--- config.mk ---
export PLATFORM = sky130hd
export DESIGN_NAME = cdb_arbiter
export DESIGN_NICKNAME = d
export VERILOG_FILES = /design/src/rtl/cdb_arbiter.sv
export SDC_FILE = /design/constraint.sdc
export NUM_CORES = 1
export LEC_CHECK = 0
export BUFFER_PORTS_ARGS = -buffer_cell sky130_fd_sc_hd__buf_2
export CAP_MARGIN = 20
export CORE_MARGIN = 10
export CORE_UTILIZATION = 45
export DETAILED_ROUTE_END_ITERATION = 8
export PLACE_DENSITY = 0.86
export SYNTH_ARGS = -nofsm -noshare
export SYNTH_HDL_FRONTEND = slang
export SYNTH_SLANG_ARGS = --single-unit
--- constraint.sdc ---
create_clock -name clock -period 3.9 [get_ports clock]
set_input_delay 0.195 -clock clock [delete_from_list [all_inputs] [get_ports clock]]
set_output_delay 0.195 -clock clock [all_outputs]
set_load 0.02 [all_outputs]
--- src/rtl/cdb_arbiter.sv ---
// cdb_arbiter: round-robin arbiter granting one functional-unit
// completion per cycle onto a registered common data bus (CDB).
//
// Parameters:
//   N_REQ  - number of completion requesters (2..8)
//   TAG_W  - ROB tag width
//   DATA_W - result value width
//
// Ports:
//   clock          - system clock, rising edge
//   reset          - asynchronous active-low reset
//   squash         - ROB flush; blocks grant and broadcast this cycle
//   req_valid      - per-requester result pending
//   req_tag        - per-requester tag, slice [i*TAG_W +: TAG_W]
//   req_value      - per-requester value, slice [i*DATA_W +: DATA_W]
//   req_ack        - one-hot combinational grant
//   cdb_valid      - registered broadcast valid
//   cdb_tag        - registered broadcast tag
//   cdb_value      - registered broadcast value
//   cdb_src        - requester index of current broadcast
//   grant_count    - broadcasts issued (CDB_ARB_PERF_EN only)
//   conflict_count - cycles with >=2 requests, no squash
//                    (CDB_ARB_PERF_EN only)
//
// Optional feature macro: CDB_ARB_PERF_EN

module cdb_arbiter #(
   parameter int N_REQ  = 4,
   parameter int TAG_W  = 5,
   parameter int DATA_W = 32
) (
   input  logic                     clock,
   input  logic                     reset,
   input  logic                     squash,
   input  logic [N_REQ-1:0]         req_valid,
   input  logic [N_REQ*TAG_W-1:0]   req_tag,
   input  logic [N_REQ*DATA_W-1:0]  req_value,
   output logic [N_REQ-1:0]         req_ack,
   output logic                     cdb_valid,
   output logic [TAG_W-1:0]         cdb_tag,
   output logic [DATA_W-1:0]        cdb_value,
   output logic [$clog2(N_REQ)-1:0] cdb_src
`ifdef CDB_ARB_PERF_EN
   ,
   output logic [31:0]              grant_count,
   output logic [31:0]              conflict_count
`endif
);

   localparam int PW = $clog2(N_REQ);
   localparam logic [PW-1:0] LAST = PW'(N_REQ - 1);
   localparam logic [PW:0]   NSUM = (PW+1)'(N_REQ);

   logic [PW-1:0]     r_ptr;
   logic              r_cdb_valid;
   logic [TAG_W-1:0]  r_cdb_tag;
   logic [DATA_W-1:0] r_cdb_value;
   logic [PW-1:0]     r_cdb_src;

   logic [PW:0]       w_sum;
   logic [PW-1:0]     w_gnt;
   logic              w_any;
   logic              w_take;
   logic [N_REQ-1:0]  w_ack;
   logic [PW-1:0]     w_ptr_nxt;

   // Walk the priority ring from lowest to highest priority so
   // the last hit (offset 0 = r_ptr) wins.  The sum fits PW+1
   // bits since 2*(N_REQ-1) < 2^(PW+1).
   always_comb begin
      w_sum = '0;
      w_gnt = '0;
      w_any = 1'b0;
      for (int k = N_REQ - 1; k >= 0; k--) begin
         w_sum = {1'b0, r_ptr} + (PW+1)'(k);
         if (w_sum >= NSUM) begin
            w_sum = w_sum - NSUM;
         end
         if (req_valid[w_sum[PW-1:0]]) begin
            w_any = 1'b1;
            w_gnt = w_sum[PW-1:0];
         end
      end
   end

   // Squash and reset both suppress the grant outright, so the
   // requester keeps its result and is re-arbitrated later.
   always_comb begin
      w_take = w_any & ~squash & reset;
      w_ack  = '0;
      if (w_take) begin
         w_ack = N_REQ'(1) << w_gnt;
      end
      if (w_gnt == LAST) begin
         w_ptr_nxt = '0;
      end else begin
         w_ptr_nxt = w_gnt + PW'(1);
      end
   end

   always_ff @(posedge clock or negedge reset) begin
      if (!reset) begin
         r_ptr       <= '0;
         r_cdb_valid <= 1'b0;
         r_cdb_tag   <= '0;
         r_cdb_value <= '0;
         r_cdb_src   <= '0;
      end else begin
         r_cdb_valid <= w_take;
         if (w_take) begin
            r_ptr       <= w_ptr_nxt;
            r_cdb_tag   <= req_tag[w_gnt*TAG_W +: TAG_W];
            r_cdb_value <= req_value[w_gnt*DATA_W +: DATA_W];
            r_cdb_src   <= w_gnt;
         end
      end
   end

   assign req_ack   = w_ack;
   assign cdb_valid = r_cdb_valid;
   assign cdb_tag   = r_cdb_tag;
   assign cdb_value = r_cdb_value;
   assign cdb_src   = r_cdb_src;

`ifdef CDB_ARB_PERF_EN
   logic [31:0] r_grant_cnt;
   logic [31:0] r_conf_cnt;
   logic        w_multi;

   // Clearing the lowest set bit leaves a residue only when two
   // or more bits were set.
   assign w_multi = |(req_valid & (req_valid - N_REQ'(1)));

   always_ff @(posedge clock or negedge reset) begin
      if (!reset) begin
         r_grant_cnt <= '0;
         r_conf_cnt  <= '0;
      end else begin
         if (w_take) begin
            r_grant_cnt <= r_grant_cnt + 32'd1;
         end
         if (w_multi && !squash) begin
            r_conf_cnt <= r_conf_cnt + 32'd1;
         end
      end
   end

   assign grant_count    = r_grant_cnt;
   assign conflict_count = r_conf_cnt;
`endif

endmodule

==> summary.md <==
| Metric | Value |
|---|---|
| WP data required | 3.70 ns |
| Adder-cell share of the synthesized area | 0.004359 |
| Fillers | between 500 and 600 |
| Worst-case clock buffer depth | 2 |
| Synth area leader | dfrtp_1 |
| Buf/Inv on CP | 4 |
| Placed cells | 543 |
| CP dominant cell by count | buf_4 |
| Skew final | roughly 0.0014 ns |
| Vias | 3241 |
| Largest cells by area after synthesis | dfrtp_1 (37%), mux2_4 (16%), a221o_1 (13%), a21oi_1 (6.8%), o21ai_0 (6.6%) |
| CP startpoint kind | flip-flop |
| Fmax | 310.7 MHz |
| Die Span Y | 99.87 um |
| Maximum vdd drop | 304.1 uV |
| First-pass DRT Iterations | 4 |
| Gr usage total | 0.2088 |
| Synth cell types | 30 |
| Detailed Route Iter0 Violations | 117 |
| Synth warnings | 0 |
| R2R setup slack | 1.03 ns |
| Drt drc | 0 |
| Sink Count | 42 |
| Crit path arrival time | 3.02 ns |
| Status | finished, final reports clean |
| Gp weighted congestion | 0.7952 |
| Worst-Skew Late Latency | roughly 0.28 ns |
| Layout Cells excl Fill | 550 |
| CTS Hold Bufs | 0 |
| Row cnt | 29 |
| Synthesized instance count | 292 |
| Post-synth top area share | 0.3662 |
| Floorplan Core Area | 6277 sq um |
| CP Capture Type | primary output |
| Worst slew pin tran | just over 1 ns |
| Main combinational cell family by area after synthesis | compound AO/OA/AOI/OAI gates |
| Area of the mapped netlist | 2870 sq um |
| WL per Instance | 20.45 um |
| Inserted Clock Buffers | 5 |
| Post-CTS resize count | 0 |
| Clock-pin slew on the worst setup and hold paths | 0.07 ns |
| Share of cells above drive strength 1 | 0.5264 |
| Max Cap Viol | 0 |
| Post-DRT Antenna Nets | 0 |
| RSZ-0062 raised after global routing | no |
| First-pass GRT wire length | 17.26 mm |
| Synthesized Nets | ~450 |
| Multiplexer area fraction after synthesis | 0.1844 |
| Final period util | 0.8253 |
| Lkg Pwr | 2.065 nW |
| Global route overflow | 0 |
| Boundary Pins | 199 |
| Compound-gate portion of the synthesized area | 0.2829 |
| Commonest non-fill, non-tap cells in the layout | buf_2 (198), dfrtp_1 (42), o21ai_0 (38), a21oi_1 (38) |
| Pwr dens | 538.0 nW/um^2 |
| Final setup fails | 0 |
| Critical path's top delay family | buffers and inverters |
| Number of diodes | 0 |
| Slew margin rel. | 0.3058 |
| Avg Cell Area, Syn | 9.830 sq um |
| CP Cell Sequence | nand2b_1 -> a21o_1 -> buf_4 -> nand2_2 -> buf_4 -> inv_1 -> ha_1 -> and2_1 -> buf_2 |
| Post-CTS Setup Inserts | 0 |
| Initial Util | 0.4572 |
| CP max stage delay | 0.51 ns |
| Crit Path Class | flip-flop to primary output |
| Most common cell after layout, fill and taps aside | buf_2 |
| Vias in the first global route | 3584 |
| Slowest stage cell, crit path | nand2_2 |
| Min Tclk post-route | 3.219 ns |
| Layout area overhead | 37.71% |
| HP Class | primary input to async pin |
| Final Hold Vio Count | 0 |
| DR vias/cell | 5.893 |
| Post-synthesis xor/xnor area fraction | 0 |
| H-Tree Depth | 2 |
| Max-slew violations | 0 |
| Root buffer cell | clkbuf_8 |
| Max FO, Critical Path | 38 |
| Seq/Total Area, Yosys | 0.3662 |
| CTS tree | done |
| Seq cells post-synth | 42 |
| Antenna violations before repair | 0 |
| Die area | 9973 sq um |
| Setup_tns | 0 ns |
| Footprint of the multi-input gates | 1678 sq um |
| Final WL | 11.25 mm |
| Die width | roughly 100 um |
| Largest net degree at the start of global routing | 43 |
| Finished Core Util | 0.6297 |
| HPWL Detailed | around 8.4 mm |
| Simple-gate share of the synthesized area | 0.1029 |
| FF/Latch Area | ~1100 sq um |
| Nets | 629 |
| I/O Buffers | approximately 200 |
==> cell usage after synthesis <==
cell type  count
a31oi_2        1
inv_1          1
nand2_2        1
nand2b_1       4
mux2_4        30
a21oi_1       39
a31o_2         1
a221o_1       37
mux2_1         6
clkbuf_1      14
and3b_1        1
o21ai_0       38
a211oi_1       1
dfrtp_1       42
a21o_1         3
nor2_1         4
buf_1          2
nor3_1         2
buf_4          1
mux2_2         1
inv_2          1
nor2_2         1
ha_1           1
o21ai_1        1
buf_6          4
nand3_1       37
nor3b_1        1
nand2_1        5
and2_1         2
buf_2         10
==> through the flow <==
stage / power, mW / instance area (sq um) / hold WS (ns) / worst slack, ns
final: 2.127 / 3953 / 0.05308 / 0.6812
after detailed placement: 1.881 / 3876 / 0.3912 / 0.9813
after global routing: 2.260 / 3953 / 0.09814 / 0.5450
after global placement: 1.844 / 3876 / 0.3867 / 1.104
after CTS: 2.146 / 3953 / 0.07615 / 0.6713
after floorplan: 1.493 / 2870 / -0.1006 / 2.113
==> final timing paths <==
check / startpoint / end / cells past startpoint
max reg2reg: r_ptr[1] / cdb_value[27] / 7
max in group asynchronous: reset / cdb_value[13] / 2
min: reset / cdb_value[31] / 2
max: r_ptr[1] / req_ack[3] / 9
min reg2reg: cdb_src[0] / cdb_src[0] / 2
min in group clock: req_value[117] / cdb_value[21] / 3
==> per-layer routing <==
layer  routed length (um)  track usage  vias to the layer above
met5                    0            0                        -
met4                  282      0.07718                        0
met3                 1184      0.08310                       23
met2                 5597       0.3698                      199
met1                 4185       0.2169                     1533
li1                     -            -                     1486
==> area by class of cell <==
class,instances,share of cell area
inverter,2,0.001899
sequential,42,0.2659
tap,77,0.02437
timing repair buffer,205,0.2640
multi-input combinational,217,0.4245
clock buffer,7,0.01931
==> worst reg2reg max path: cells and delay by family (launching register included) <==
| family | cells | cell delay (ns) |
|---|---|---|
| simple gates | 2 | 0.71 |
| compound gates | 2 | 0.50 |
| mux | 1 | 0.35 |
| buf+inv | 2 | 0.74 |
| flops | 1 | 0.44 |
==> cells by family after synthesis <==
group,after synthesis
buffers and inverters,33
AOI/OAI and AO/OA,121
DFF,42
adders and majority gates,1
and+or+nand+nor,58
muxes,37
==> power breakdown <==
group	switching [mW]	internal, mW	leakage [nW]	total [mW]
sequential	0.0973	0.594	0.523	0.691
combinational	0.672	0.505	1.50	1.18
clock	0.135	0.123	0.0383	0.258
total	0.904	1.22	2.06	2.13
==> sequential cells by signal, indices dropped and copies added (netlist names) <==
register and cells:
cdb_src 2, r_ptr 2, cdb_valid 1, cdb_tag 5, cdb_value 32
(Power assumes the default switching activity.)
